$ cat config.mk
export PLATFORM = sky130hd
export DESIGN_NAME = hazard_ctrl
export DESIGN_NICKNAME = d
export VERILOG_FILES = /design/src/rtl/riscv_pkg.sv /design/src/rtl/hazard_ctrl_scoreboard.sv /design/src/rtl/hazard_ctrl.sv
export SDC_FILE = /design/constraint.sdc
export NUM_CORES = 1
export LEC_CHECK = 0
export CAP_MARGIN = 30
export CORE_ASPECT_RATIO = 0.6
export CORE_MARGIN = 1.5
export CORE_UTILIZATION = 54
export DETAILED_ROUTE_END_ITERATION = 7
export GPL_TIMING_DRIVEN = 0
export PLACE_DENSITY = 0.93
export SYNTH_ARGS = -nofsm -noshare
export SYNTH_HDL_FRONTEND = slang
export SYNTH_SLANG_ARGS = --single-unit
$ cat constraint.sdc
create_clock -name clk_i -period 7.1 [get_ports clk_i]
set_clock_uncertainty 0.2 [all_clocks]
set_input_delay 1.42 -clock clk_i [delete_from_list [all_inputs] [get_ports clk_i]]
set_output_delay 1.42 -clock clk_i [all_outputs]
set_load 0.01 [all_outputs]
$ cat src/rtl/riscv_pkg.sv
// riscv_pkg: shared types and constants for the RV32I pipeline control blocks.
//   hz_state_e        - hazard controller FSM states
//   STALL_TIMEOUT_DEF - default number of consecutive stall cycles before the
//                       watchdog declares a hang
package riscv_pkg;

    typedef enum logic [1:0] {
        HZ_RUN   = 2'd0,
        HZ_STALL = 2'd1,
        HZ_FLUSH = 2'd2
    } hz_state_e;

    localparam int STALL_TIMEOUT_DEF = 200;

endpackage : riscv_pkg

$ cat src/rtl/hazard_ctrl_scoreboard.sv
// hazard_ctrl_scoreboard: per-register "long-latency write in flight" bits.
//   clk_i, rstn_i          - clock, synchronous active-low reset
//   set_en_i/set_addr_i    - mark a register as pending (issue of load/multicycle op)
//   clr_en_i/clr_addr_i    - retire a pending register (long-latency writeback)
//   rs1/rs2/rd_addr_i      - decode lookup indices
//   rs1/rs2/rd_hit_o       - pending bit of each looked-up register
//   pending_o              - full scoreboard vector
// Bit 0 is never set, so lookups of x0 never hit without extra masking.
module hazard_ctrl_scoreboard #(
    parameter int NREG = 32
) (
    input  logic            clk_i,
    input  logic            rstn_i,
    input  logic            set_en_i,
    input  logic [4:0]      set_addr_i,
    input  logic            clr_en_i,
    input  logic [4:0]      clr_addr_i,
    input  logic [4:0]      rs1_addr_i,
    input  logic [4:0]      rs2_addr_i,
    input  logic [4:0]      rd_addr_i,
    output logic            rs1_hit_o,
    output logic            rs2_hit_o,
    output logic            rd_hit_o,
    output logic [NREG-1:0] pending_o
);

    logic [NREG-1:0] pend_q;
    logic [NREG-1:0] pend_d;
    logic [NREG-1:0] set_mask_s;
    logic [NREG-1:0] clr_mask_s;

    // One-hot mask for a register index; x0 never produces a bit.
    function automatic logic [NREG-1:0] idx_mask(input logic en, input logic [4:0] addr);
        logic [NREG-1:0] m;
        m = {NREG{1'b0}};
        if (en && (addr != 5'd0)) begin
            m[addr] = 1'b1;
        end else begin
            m = {NREG{1'b0}};
        end
        return m;
    endfunction

    // Next scoreboard value: clear first, then set, so a same-index set wins.
    always_comb begin
        set_mask_s = idx_mask(set_en_i, set_addr_i);
        clr_mask_s = idx_mask(clr_en_i, clr_addr_i);
        pend_d     = ((pend_q & ~clr_mask_s) | set_mask_s) & ~{{(NREG-1){1'b0}}, 1'b1};
    end

    // Scoreboard register.
    always_ff @(posedge clk_i) begin
        if (!rstn_i) begin
            pend_q <= {NREG{1'b0}};
        end else begin
            pend_q <= pend_d;
        end
    end

    assign rs1_hit_o = pend_q[rs1_addr_i];
    assign rs2_hit_o = pend_q[rs2_addr_i];
    assign rd_hit_o  = pend_q[rd_addr_i];
    assign pending_o = pend_q;

endmodule : hazard_ctrl_scoreboard

$ cat src/rtl/hazard_ctrl.sv
// hazard_ctrl: RAW/WAW stall and EX-redirect flush sequencing for the 5-stage core.
//   clk_i, rstn_i                       - clock, synchronous active-low reset
//   valid_D_i, rs1/rs2/rsd_addr_D_i,
//   rs1/rs2_used_D_i, rd_wrt_ena_D_i,
//   long_lat_D_i                        - decode-stage instruction description
//   wb_valid_i, wb_long_i, wb_addr_i    - writeback retiring a long-latency result
//   redirect_E_i                        - taken branch/jump resolved in EX
//   stall_pc_o, stall_fd_o              - hold PC and F/D register
//   flush_fd_o, flush_de_o              - clear F/D, bubble into D/E
//   pending_o                           - scoreboard bits
//   timeout_o                           - sticky stall-watchdog error
// Stall/flush outputs are combinational on the inputs plus registered state,
// and are forced low while reset is asserted.
module hazard_ctrl
    import riscv_pkg::*;
#(
    parameter int NREG          = 32,
    parameter int TO_W          = 8,
    parameter int STALL_TIMEOUT = STALL_TIMEOUT_DEF
) (
    input  logic            clk_i,
    input  logic            rstn_i,
    input  logic            valid_D_i,
    input  logic [4:0]      rs1_addr_D_i,
    input  logic [4:0]      rs2_addr_D_i,
    input  logic            rs1_used_D_i,
    input  logic            rs2_used_D_i,
    input  logic [4:0]      rsd_addr_D_i,
    input  logic            rd_wrt_ena_D_i,
    input  logic            long_lat_D_i,
    input  logic            wb_valid_i,
    input  logic            wb_long_i,
    input  logic [4:0]      wb_addr_i,
    input  logic            redirect_E_i,
    output logic            stall_pc_o,
    output logic            stall_fd_o,
    output logic            flush_fd_o,
    output logic            flush_de_o,
    output logic [NREG-1:0] pending_o,
    output logic            timeout_o
);

    localparam logic [TO_W-1:0] TO_LIM = TO_W'(STALL_TIMEOUT);
    localparam logic [TO_W-1:0] TO_MAX = {TO_W{1'b1}};

    hz_state_e       state_q, state_d;
    logic [TO_W-1:0] wd_q, wd_d;
    logic            timeout_q, timeout_d;

    logic rs1_hit_s, rs2_hit_s, rd_hit_s;
    logic hazard_s, issue_s, sb_set_s, sb_clr_s;
    logic stall_s, flush_s;

    hazard_ctrl_scoreboard #(.NREG(NREG)) u_sb (
        .clk_i      (clk_i),
        .rstn_i     (rstn_i),
        .set_en_i   (sb_set_s),
        .set_addr_i (rsd_addr_D_i),
        .clr_en_i   (sb_clr_s),
        .clr_addr_i (wb_addr_i),
        .rs1_addr_i (rs1_addr_D_i),
        .rs2_addr_i (rs2_addr_D_i),
        .rd_addr_i  (rsd_addr_D_i),
        .rs1_hit_o  (rs1_hit_s),
        .rs2_hit_o  (rs2_hit_s),
        .rd_hit_o   (rd_hit_s),
        .pending_o  (pending_o)
    );

    // Hazard detection and issue qualification. A writeback clearing the
    // register this cycle does not unstall: the scoreboard still shows it pending.
    always_comb begin
        hazard_s = valid_D_i & ((rs1_used_D_i   & rs1_hit_s) |
                                (rs2_used_D_i   & rs2_hit_s) |
                                (rd_wrt_ena_D_i & rd_hit_s));
        issue_s  = valid_D_i & ~hazard_s & ~redirect_E_i & (state_q != HZ_FLUSH);
        sb_set_s = issue_s & rd_wrt_ena_D_i & long_lat_D_i;
        sb_clr_s = wb_valid_i & wb_long_i;
    end

    // FSM next state and stall/flush decode; redirect outranks hazard, and the
    // cycle after a redirect flushes the wrong-path fetch already in flight.
    always_comb begin
        state_d = state_q;
        stall_s = 1'b0;
        flush_s = 1'b0;
        if (!rstn_i) begin
            state_d = HZ_RUN;
        end else if (redirect_E_i) begin
            flush_s = 1'b1;
            state_d = HZ_FLUSH;
        end else begin
            case (state_q)
                HZ_FLUSH: begin
                    flush_s = 1'b1;
                    state_d = hazard_s ? HZ_STALL : HZ_RUN;
                end
                HZ_RUN, HZ_STALL: begin
                    stall_s = hazard_s;
                    state_d = hazard_s ? HZ_STALL : HZ_RUN;
                end
                default: begin
                    state_d = HZ_RUN;
                end
            endcase
        end
    end

    // Watchdog: count consecutive stall cycles (saturating), latch error at the limit.
    always_comb begin
        wd_d      = {TO_W{1'b0}};
        timeout_d = timeout_q;
        if (stall_s) begin
            wd_d = (wd_q == TO_MAX) ? TO_MAX : (wd_q + {{(TO_W-1){1'b0}}, 1'b1});
        end else begin
            wd_d = {TO_W{1'b0}};
        end
        if (stall_s && (wd_d >= TO_LIM)) begin
            timeout_d = 1'b1;
        end else begin
            timeout_d = timeout_q;
        end
    end

    // State, watchdog and error registers.
    always_ff @(posedge clk_i) begin
        if (!rstn_i) begin
            state_q   <= HZ_RUN;
            wd_q      <= {TO_W{1'b0}};
            timeout_q <= 1'b0;
        end else begin
            state_q   <= state_d;
            wd_q      <= wd_d;
            timeout_q <= timeout_d;
        end
    end

    assign stall_pc_o = stall_s;
    assign stall_fd_o = stall_s;
    assign flush_fd_o = flush_s;
    assign flush_de_o = flush_s | stall_s;
    assign timeout_o  = timeout_q;

endmodule : hazard_ctrl

Yosys cells after proc, flatten, opt, wreduce, memory -nomap -nowiden
Index checks and enable logic that the tools add are counted.

Input port bits: 30. Word-level logic and storage cells: 72. Flip-flop bits (word level): 43. Output and inout port bits: 37.

$add $sub $neg: 1. Reductions and logical operators: 11. Multiplexer cells: 23. Bitwise logic cells: 20. Eq/ne operators: 4. Magnitude comparators: 7.

Operators by type and width (number): $mux 32 (2); $and 32x32->32 (1); $not 32->32 (1); $or 32x32->32 (1); $lt 5x6->1 const B (4); $mux 8 (2); $bmux 1 s5 (3); $mux 1 (13); $and 1x1->1 (10); $demux 1 s5 (2); $ge 5x1->1 const B (2); $reduce_bool 5->1 (2); $add 8x1->8 const B (1); $eq 8x8->1 const B (1); $ge 8x8->1 const B (1); $reduce_or 3->1 (2); $logic_and 1x1->1 (5); $not 1->1 (4); $or 1x1->1 (3); $eq 2x1->1 const B (1); $eq 2x2->1 const B (1); $logic_not 2->1 (1); $mux 2 (1); $ne 2x2->1 const B (1); $reduce_or 2->1 (1).

Depth between registers and ports, before layout
Gate-level depths: netlist of the first run.

Word-level depth: 15. Gate-level depth with buffers: 9. Mapped depth without buffers: 7.

By module
Synthesis of the first run repeated with hierarchy kept, for this count alone.

Cell total of the unflattened synthesis: 335. Area, all modules: 2806.4 µm².

Modules (own cells, without submodules): hazard_ctrl_scoreboard (times used 1, cells an instance 270, area each 2243.4 µm², seq. area each 620.6 µm²); hazard_ctrl (times used 1, cells an instance 65, area each 563.0 µm², seq. area each 220.2 µm²).

Least setup slack after synthesis of the first run
No wires, ideal clock.

Path type: input -> output. From: input port rs1_addr_D_i[1]. To: output port stall_pc_o. Setup slack: 2.056 ns. Stages: 9. Required time: 5.480 ns. Buffers on the path: 3. Arrival time: 3.424 ns. Cells stage by stage: buf_6 -> mux4_2 -> mux4_2 -> nand2b_4 -> o311ai_2 -> nand3_2 -> clkbuf_1 -> and2_1 -> buf_4.

Longest elaborated chain between the ends: 9.

Ends and longest elaborated chain: start, declared (line hazard_ctrl.sv:24) `input logic [4:0] rs1_addr_D_i,`; $bmux 1 s5 (line hazard_ctrl_scoreboard.sv:60) `assign rs1_hit_o = pend_q[rs1_addr_i];`; $mux 1 (implied by the code) (line hazard_ctrl_scoreboard.sv:60); $and 1x1->1 (line hazard_ctrl.sv:73) `hazard_s = valid_D_i & ((rs1_used_D_i & rs1_hit_s) |`; $or 1x1->1 (line hazard_ctrl.sv:73); $or 1x1->1 (line hazard_ctrl.sv:74) `(rs2_used_D_i & rs2_hit_s) |`; $and 1x1->1 (line hazard_ctrl.sv:73); $mux 1 (line hazard_ctrl.sv:93) `case (state_q)`; $mux 1 (line hazard_ctrl.sv:89) `end else if (redirect_E_i) begin`; $mux 1 (line hazard_ctrl.sv:87) `if (!rstn_i) begin`; end, declared (line hazard_ctrl.sv:35) `output logic stall_pc_o,`.

Every way passes these cells. The select of a mux whose other input is x is not followed.

Worst setup path after layout of the first run
From: input port rsd_addr_D_i[1]. To: output port stall_pc_o.

Longest elaborated chain between the ends: 8.

Ends and longest elaborated chain: start, declared (line hazard_ctrl.sv:28) `input logic [4:0] rsd_addr_D_i,`; $bmux 1 s5 (line hazard_ctrl_scoreboard.sv:62) `assign rd_hit_o = pend_q[rd_addr_i];`; $mux 1 (implied by the code) (line hazard_ctrl_scoreboard.sv:62); $and 1x1->1 (line hazard_ctrl.sv:75) `(rd_wrt_ena_D_i & rd_hit_s));`; $or 1x1->1 (line hazard_ctrl.sv:74); $and 1x1->1 (line hazard_ctrl.sv:73); $mux 1 (line hazard_ctrl.sv:93); $mux 1 (line hazard_ctrl.sv:89); $mux 1 (line hazard_ctrl.sv:87).

Every way passes these cells. The select of a mux whose other input is x is not followed.

==> metrics.yaml, run 1 <==
r2r_slack_ns: 4.33
slew_viol_final: 0
boundaryPins: 67
fin_area_sq_mm: 0.00369
numCtsBuffers: 5
power_density_mw_per_mm2: 148
rr_endpoint: "wd_q[7]"
hold_viol_final: 0
cp.required_ns: 5.48
max-clock-path-buffers: 2
route.detailed.drc: 0
critPathKind: "in2out"
slowest_delay_ns: 0.51
final_cell_mix: "clkdlybuf4s50_1 (60), dfxtp_1 (42), o211ai_1 (32)"
fin_crit_sh_pct: 90.5
post_cts_buffers: 0
die-width_um: 97.1
fp.dieH_um: 59.5
hp-class: "reg2reg"
placed_area_sq_mm: 0.00355
cp_data_arrival_time_ns: 4.80
async_reset_ff_share_pct: 0
grt_use_met1_pct: 49.0
grt_overflow_total: 0
drtIter0Drc: 478
viasPerCell: 7.07
synth_area_leaders: "dfxtp_1 (29%), mux4_2 (17%), o211ai_1 (8.4%)"
endpoint_kind: "output port"
initial_core_util_pct: 56.5
setup_viol: 0
period_minus_slack_ns: 6.42
core_area_sq_mm: 0.00508
avgSynthCellArea_sq_um: 9.17
ant_nets: 0
htree_levels: 2
synth_nets: 344
run_status: "finished clean"
post_cts_resized: 0
gr-usage-met2_pct: 49.3
cp_slowest_cell: "clkdlybuf4s50_1"
vias: 3162
final_util_pct: 72.7
drt-pass1-iter-count: 7
hold-path-endpoint: "timeout_o"
yosys_warnings: 0
max_freq_ghz: 0.156
root_buffer: "clkbuf_8"
dp_hpwl_um: 7480
grt_pass1_wl_um: 14900
grt_use_met3_pct: 10.5
cts.sinks: 42
grt_util_all_layers_pct: 34.1
antenna_found_initial: 0
grt_max_degree: 15
worstSkewPairLatency_ns: 0.31
yosys.area.top_type_share_pct: 29.3
r2r_start: "u_sb.pending_o[21]"
synth_edf_count: 0
cp-start-kind: "primary input"
worst-path-buf-inv: 5
gp_congestion: 0.990
synthFlopType: "dfxtp_1"
rsz0062_at_grt: "false"
synth-seq-cells: 42
cp_top_family: "buffers and inverters"
multiInputGateArea_sq_mm: 0.00188
routed_wl_um: 9770
fp-row-count: 20
yosysSeqAreaShare_pct: 29.3
p_leak_nw: 1.26
grt.busiest_layer: "met2"
yosysTopAreaCell: "dfxtp_1"
synth_area_sq_mm: 0.00287
antenna_cells: 0
fin_nets: 411
final.setup.tns_ns: 0
relSlewSlack_pct: 29.5
path_cells: "clkdlybuf4s50_1 -> clkbuf_1 -> mux4_2 -> a32oi_1 -> o21ai_0 -> o31ai_1 -> nand3_2 -> clkbuf_1 -> and2_1 -> buf_4 -> clkdlybuf4s50_1"
worstPathMaxFanout: 10
worstHoldStart: "timeout_o"
synthToLayoutAreaGrowth_pct: 28.6
cts.reportedPaths.clkPinSlew_ns: 0.08
drive_above_1_share_pct: 12.9
dieArea_sq_mm: 0.00578
cts_tree: "built"
synth_cell_type_count: 48
reg2regPathDepth: 7
grt_pass1_vias: 2757
syn-instance-count: 313
worst_pin_slew_ns: 1.06
layout_commonest_cell: "clkdlybuf4s50_1"
routedWlPerCell_um: 21.9
hold_depth: 1
maxCapViolCount: 0
final-seq-area_sq_um: 841
postCtsHoldBufs: 0
peakVddDrop_uv: 95.5
fillers: 344
numPortBuffers: 60
[cell usage after synthesis, types with 4 or more instances]
cell type and instances:
a21oi_1 4, nand2b_1 7, o31ai_1 19, nand3_1 21, dfxtp_1 42, o211ai_1 32
nor2_1 15, mux4_2 22, nor3_1 4, nand2_1 23, nand4_1 8, nor2b_1 13
clkbuf_1 18, and3_1 12, o21ai_0 14
[metal layers]
layer	share of wire (%)	up-vias
li1	-	1363
met1	40	1459
met2	41	277
met3	15	63
met4	3.5	0
met5	0	-
[worst max-delay path by stage]
stage / from / to / depth (start not counted)
2_1_floorplan: rs1_addr_D_i[1] / stall_pc_o / 9
3_3_place_gp: rsd_addr_D_i[0] / stall_pc_o / 11
3_5_place_dp: rsd_addr_D_i[0] / stall_pc_o / 11
4_1_cts: rsd_addr_D_i[0] / stall_pc_o / 11
5_1_grt: rsd_addr_D_i[1] / stall_pc_o / 11
6_report: rsd_addr_D_i[1] / stall_pc_o / 11
[layout make-up]
cell class	instances	share of cell area, %
Multi-Input combinational cell	240	50.9
Clock inverter	3	1.86
Timing Repair Buffer	60	16.3
Buffer	28	3.80
Inverter	3	0.305
Sequential cell	42	22.8
Clock buffer	5	1.86
Tap cell	66	2.24
[report_power, final]
group	switching (W)	internal [W]	leakage [nW]
combinational	0.0000467	0.0000323	0.856
sequential	0.000000899	0.000236	0.338
clock	0.0000893	0.000141	0.0683
[logic make-up after synthesis]
logic type | synth area share, %
AOI/OAI and AO/OA | 21.8
adders and majority gates | 0.436
and+or+nand+nor | 23.0
other | 0.131
DFF | 29.3
muxes | 19.5
buffers and inverters | 5.27
xor gates and xnor gates | 0.610
[stage by stage]
stage | total power, W | setup WS, ns | std cells | hold WS, ns
global route | 0.000559 | 0.503 | 447 | 0.377
detailed placement | 0.000318 | 0.749 | 439 | 0.342
finish | 0.000546 | 0.678 | 447 | 0.364
CTS | 0.000542 | 0.737 | 447 | 0.357
floorplan | 0.000285 | 2.06 | 313 | 0.331
global placement | 0.000316 | 0.843 | 439 | 0.327
[registers in the layout (all words and copies together), names as in the netlist]
register,cells
state_q,2
timeout_o,1
u_sb.pending_o,31
wd_q,8
Note: power is estimated with default switching activity, not from simulation.
==> inputs of run 2 (changes only) <==
--- a/config.mk
+++ b/config.mk
@@ -5,7 +5,7 @@
 export SDC_FILE = /design/constraint.sdc
 export NUM_CORES = 1
 export LEC_CHECK = 0
-export CAP_MARGIN = 30
+export CAP_MARGIN = 10
 export CORE_ASPECT_RATIO = 0.6
 export CORE_MARGIN = 1.5
 export CORE_UTILIZATION = 54
==> constraint.sdc (replaced) <==
create_clock -name clk_i -period 8.3 [get_ports clk_i]
set_clock_uncertainty 0.2 [all_clocks]
set_input_delay 1.66 -clock clk_i [delete_from_list [all_inputs] [get_ports clk_i]]
set_output_delay 1.66 -clock clk_i [all_outputs]
set_load 0.01 [all_outputs]
==> results of run 2 <==
The final DEF is identical to that of run 1. Status: finished clean.
Main changes from that run: setup slack after placement 0.749 ns -> 1.47 ns; setup slack after layout 0.678 ns -> 1.40 ns; register-to-register setup slack 4.33 ns -> 5.53 ns; total power 0.000546 W -> 0.000467 W; worst IR drop on VDD 95.5 uV -> 81.7 uV
==> inputs of run 3 (changes only) <==
--- a/config.mk
+++ b/config.mk
@@ -8,10 +8,10 @@
 export CAP_MARGIN = 10
 export CORE_ASPECT_RATIO = 0.6
 export CORE_MARGIN = 1.5
-export CORE_UTILIZATION = 54
+export CORE_UTILIZATION = 46
 export DETAILED_ROUTE_END_ITERATION = 7
 export GPL_TIMING_DRIVEN = 0
-export PLACE_DENSITY = 0.93
+export PLACE_DENSITY = 0.85
 export SYNTH_ARGS = -nofsm -noshare
 export SYNTH_HDL_FRONTEND = slang
 export SYNTH_SLANG_ARGS = --single-unit
==> constraint.sdc (replaced) <==
create_clock -name clk_i -period 5.6 [get_ports clk_i]
set_clock_uncertainty 0.2 [all_clocks]
set_input_delay 1.12 -clock clk_i [delete_from_list [all_inputs] [get_ports clk_i]]
set_output_delay 1.12 -clock clk_i [all_outputs]
set_load 0.01 [all_outputs]
==> metrics.yaml, run 3 (synthesis results as in run 1) <==
rsz0062_at_grt: "false"
numPortBuffers: 60  # unchanged
relSlewSlack_pct: 34.3  # +4.8 points
largest_reg_flops: 31  # unchanged
routed_wl_um: 9490  # -2.9%
period_minus_slack_ns: 5.48
initial_core_util_pct: 47.2  # -9.3 points
drive_above_1_share_pct: 13.4  # +0.56 points
worst_pin_slew_ns: 0.984  # -0.0719 ns
route.detailed.drc: 0  # unchanged
worst-path-buf-inv: 4  # -1
cp-start-kind: "primary input"
drt-pass1-iter-count: 6  # -1
setup_viol: 0  # unchanged
cp_top_family: "buffers and inverters"
dieArea_sq_mm: 0.00674  # +17%
boundaryPins: 67  # unchanged
layout_commonest_cell: "clkdlybuf4s50_1"
grt_pass1_vias: 2794  # +1.3%
cp_data_arrival_time_ns: 4.16
maxCapViolCount: 0  # unchanged
path_cells: "clkdlybuf4s50_1 -> buf_4 -> mux4_2 -> a32oi_1 -> o21ai_0 -> o31ai_2 -> nand3_4 -> and2_1 -> buf_4 -> clkdlybuf4s50_1"
p_sw_w: 0.000183
post_cts_buffers: 0  # unchanged
fp.dieH_um: 64.2  # +7.9%
routedWlPerCell_um: 20.4  # -6.5%
core_area_sq_mm: 0.00608  # +20%
max_freq_ghz: 0.182
synthToLayoutAreaGrowth_pct: 28.2
power_frac_clock_pct: 34.8  # -7.3 points
grt_max_degree: 16  # +1
power_density_mw_per_mm2: 167
worstPathMaxFanout: 15  # +5
p_int_w: 0.000431
worstSkewPairLatency_ns: 0.31  # about the same
run_status: "finished clean"
ant_nets: 0  # unchanged
post_cts_resized: 2  # +2
fin_nets: 410  # -0.24%
numCtsBuffers: 5  # unchanged
final_cell_mix: "clkdlybuf4s50_1 (60), dfxtp_1 (42), o211ai_1 (32)"
final.setup.tns_ns: 0  # unchanged
antenna_cells: 0  # unchanged
peakVddDrop_uv: 93.1
hold_viol_final: 0  # unchanged
dp_hpwl_um: 7320  # -2.1%
cp_slowest_cell: "clkdlybuf4s50_1"
viasPerCell: 6.50  # -8.1%
postCtsHoldBufs: 0  # unchanged
cp.required_ns: 4.28
p_leak_nw: 1.24  # -1.9%
root_buffer: "clkbuf_8"
cts_tree: "built"
die-width_um: 105  # +8.1%
grt_pass1_wl_um: 15100  # +1.1%
pwr-share-comb_pct: 16.1  # +1.6 points
critPathKind: "in2out"
endpoint_kind: "output port"
drtIter0Drc: 333  # -30%
grt_overflow_total: 0  # unchanged
grt_util_all_layers_pct: 29.3  # -4.8 points
finalNonFillerCells: 464  # +3.8%
slew_viol_final: 0  # unchanged
preCtsSetupSlack_ns: -0.183
htree_levels: 2  # unchanged
switching_share_pct: 29.8
fin_ws_ns: 0.119
seq_power_share_pct: 49.0  # +5.6 points
cts.reportedPaths.clkPinSlew_ns: 0.09  # about the same
vias: 3016  # -4.6%
max-clock-path-buffers: 2  # unchanged
slowest_delay_ns: 0.54  # +0.03 ns
gp_congestion: 1.01  # +2.1%
fp-row-count: 22  # +10%
hp-class: "reg2reg"
fin_crit_sh_pct: 97.9
dp_cells: 457  # +4.1%
antenna_found_initial: 0  # unchanged
cts.sinks: 42  # unchanged
==> run 3: changes by cell type in the layout (fill, tap and decap cells not counted), sizes merged <==
cell,change
inv,+1
clkbuf,-1
bufinv,-2
clkinvlp,+1
==> run 3: through the flow <==
step	utilization [%]	hold WS [ns]	total power, W	instance area [sq um]
after floorplan	-	0.331	0.000361	2870
after global placement	58.8	0.325	0.000401	3580
after detailed placement	58.8	0.332	0.000404	3580
after CTS	60.4	0.354	0.000610	3670
after global routing	60.5	0.378	0.000636	3680
final	60.5	0.357	0.000613	3680
==> run 3: power by group through the flow <==
stage	Combinational, W	Clock, W	Sequential (W)
floorplan	0.0000536	0	0.000307
global placement	0.0000938	0	0.000307
detailed placement	0.0000961	0	0.000307
CTS	0.0000961	0.000214	0.000300
global route	0.000105	0.000231	0.000301
finish	0.0000990	0.000214	0.000301
==> run 3: cell type report <==
class	count	area, sq um
Sequential cell	42	841
Inverter	3	11.3
Multi-Input combinational cell	240	1890
Timing Repair Buffer	60	601
Clock inverter	3	25.0
Tap cell	84	105
Buffer	27	138
Fill cell	506	2400
Clock buffer	5	68.8
==> run 3: final timing paths <==
kind,startpoint,endpoint,slack [ns],cells past startpoint
setup / recovery,rsd_addr_D_i[0],stall_pc_o,0.12,10
hold / removal,timeout_o,timeout_o,0.36,1
setup reg to reg,u_sb.pending_o[13],u_sb.pending_o[13],2.88,7
hold reg to reg,timeout_o,timeout_o,0.36,1
==> run 3: per-layer routing <==
metal / routed length, um / part of all wire (%) / GRT usage [%]
met1: 4260 / 45 / 43.0
met2: 3770 / 40 / 40.3
met3: 1330 / 14 / 9.69
met4: 125 / 1.3 / 8.39
met5: 0 / 0 / 0
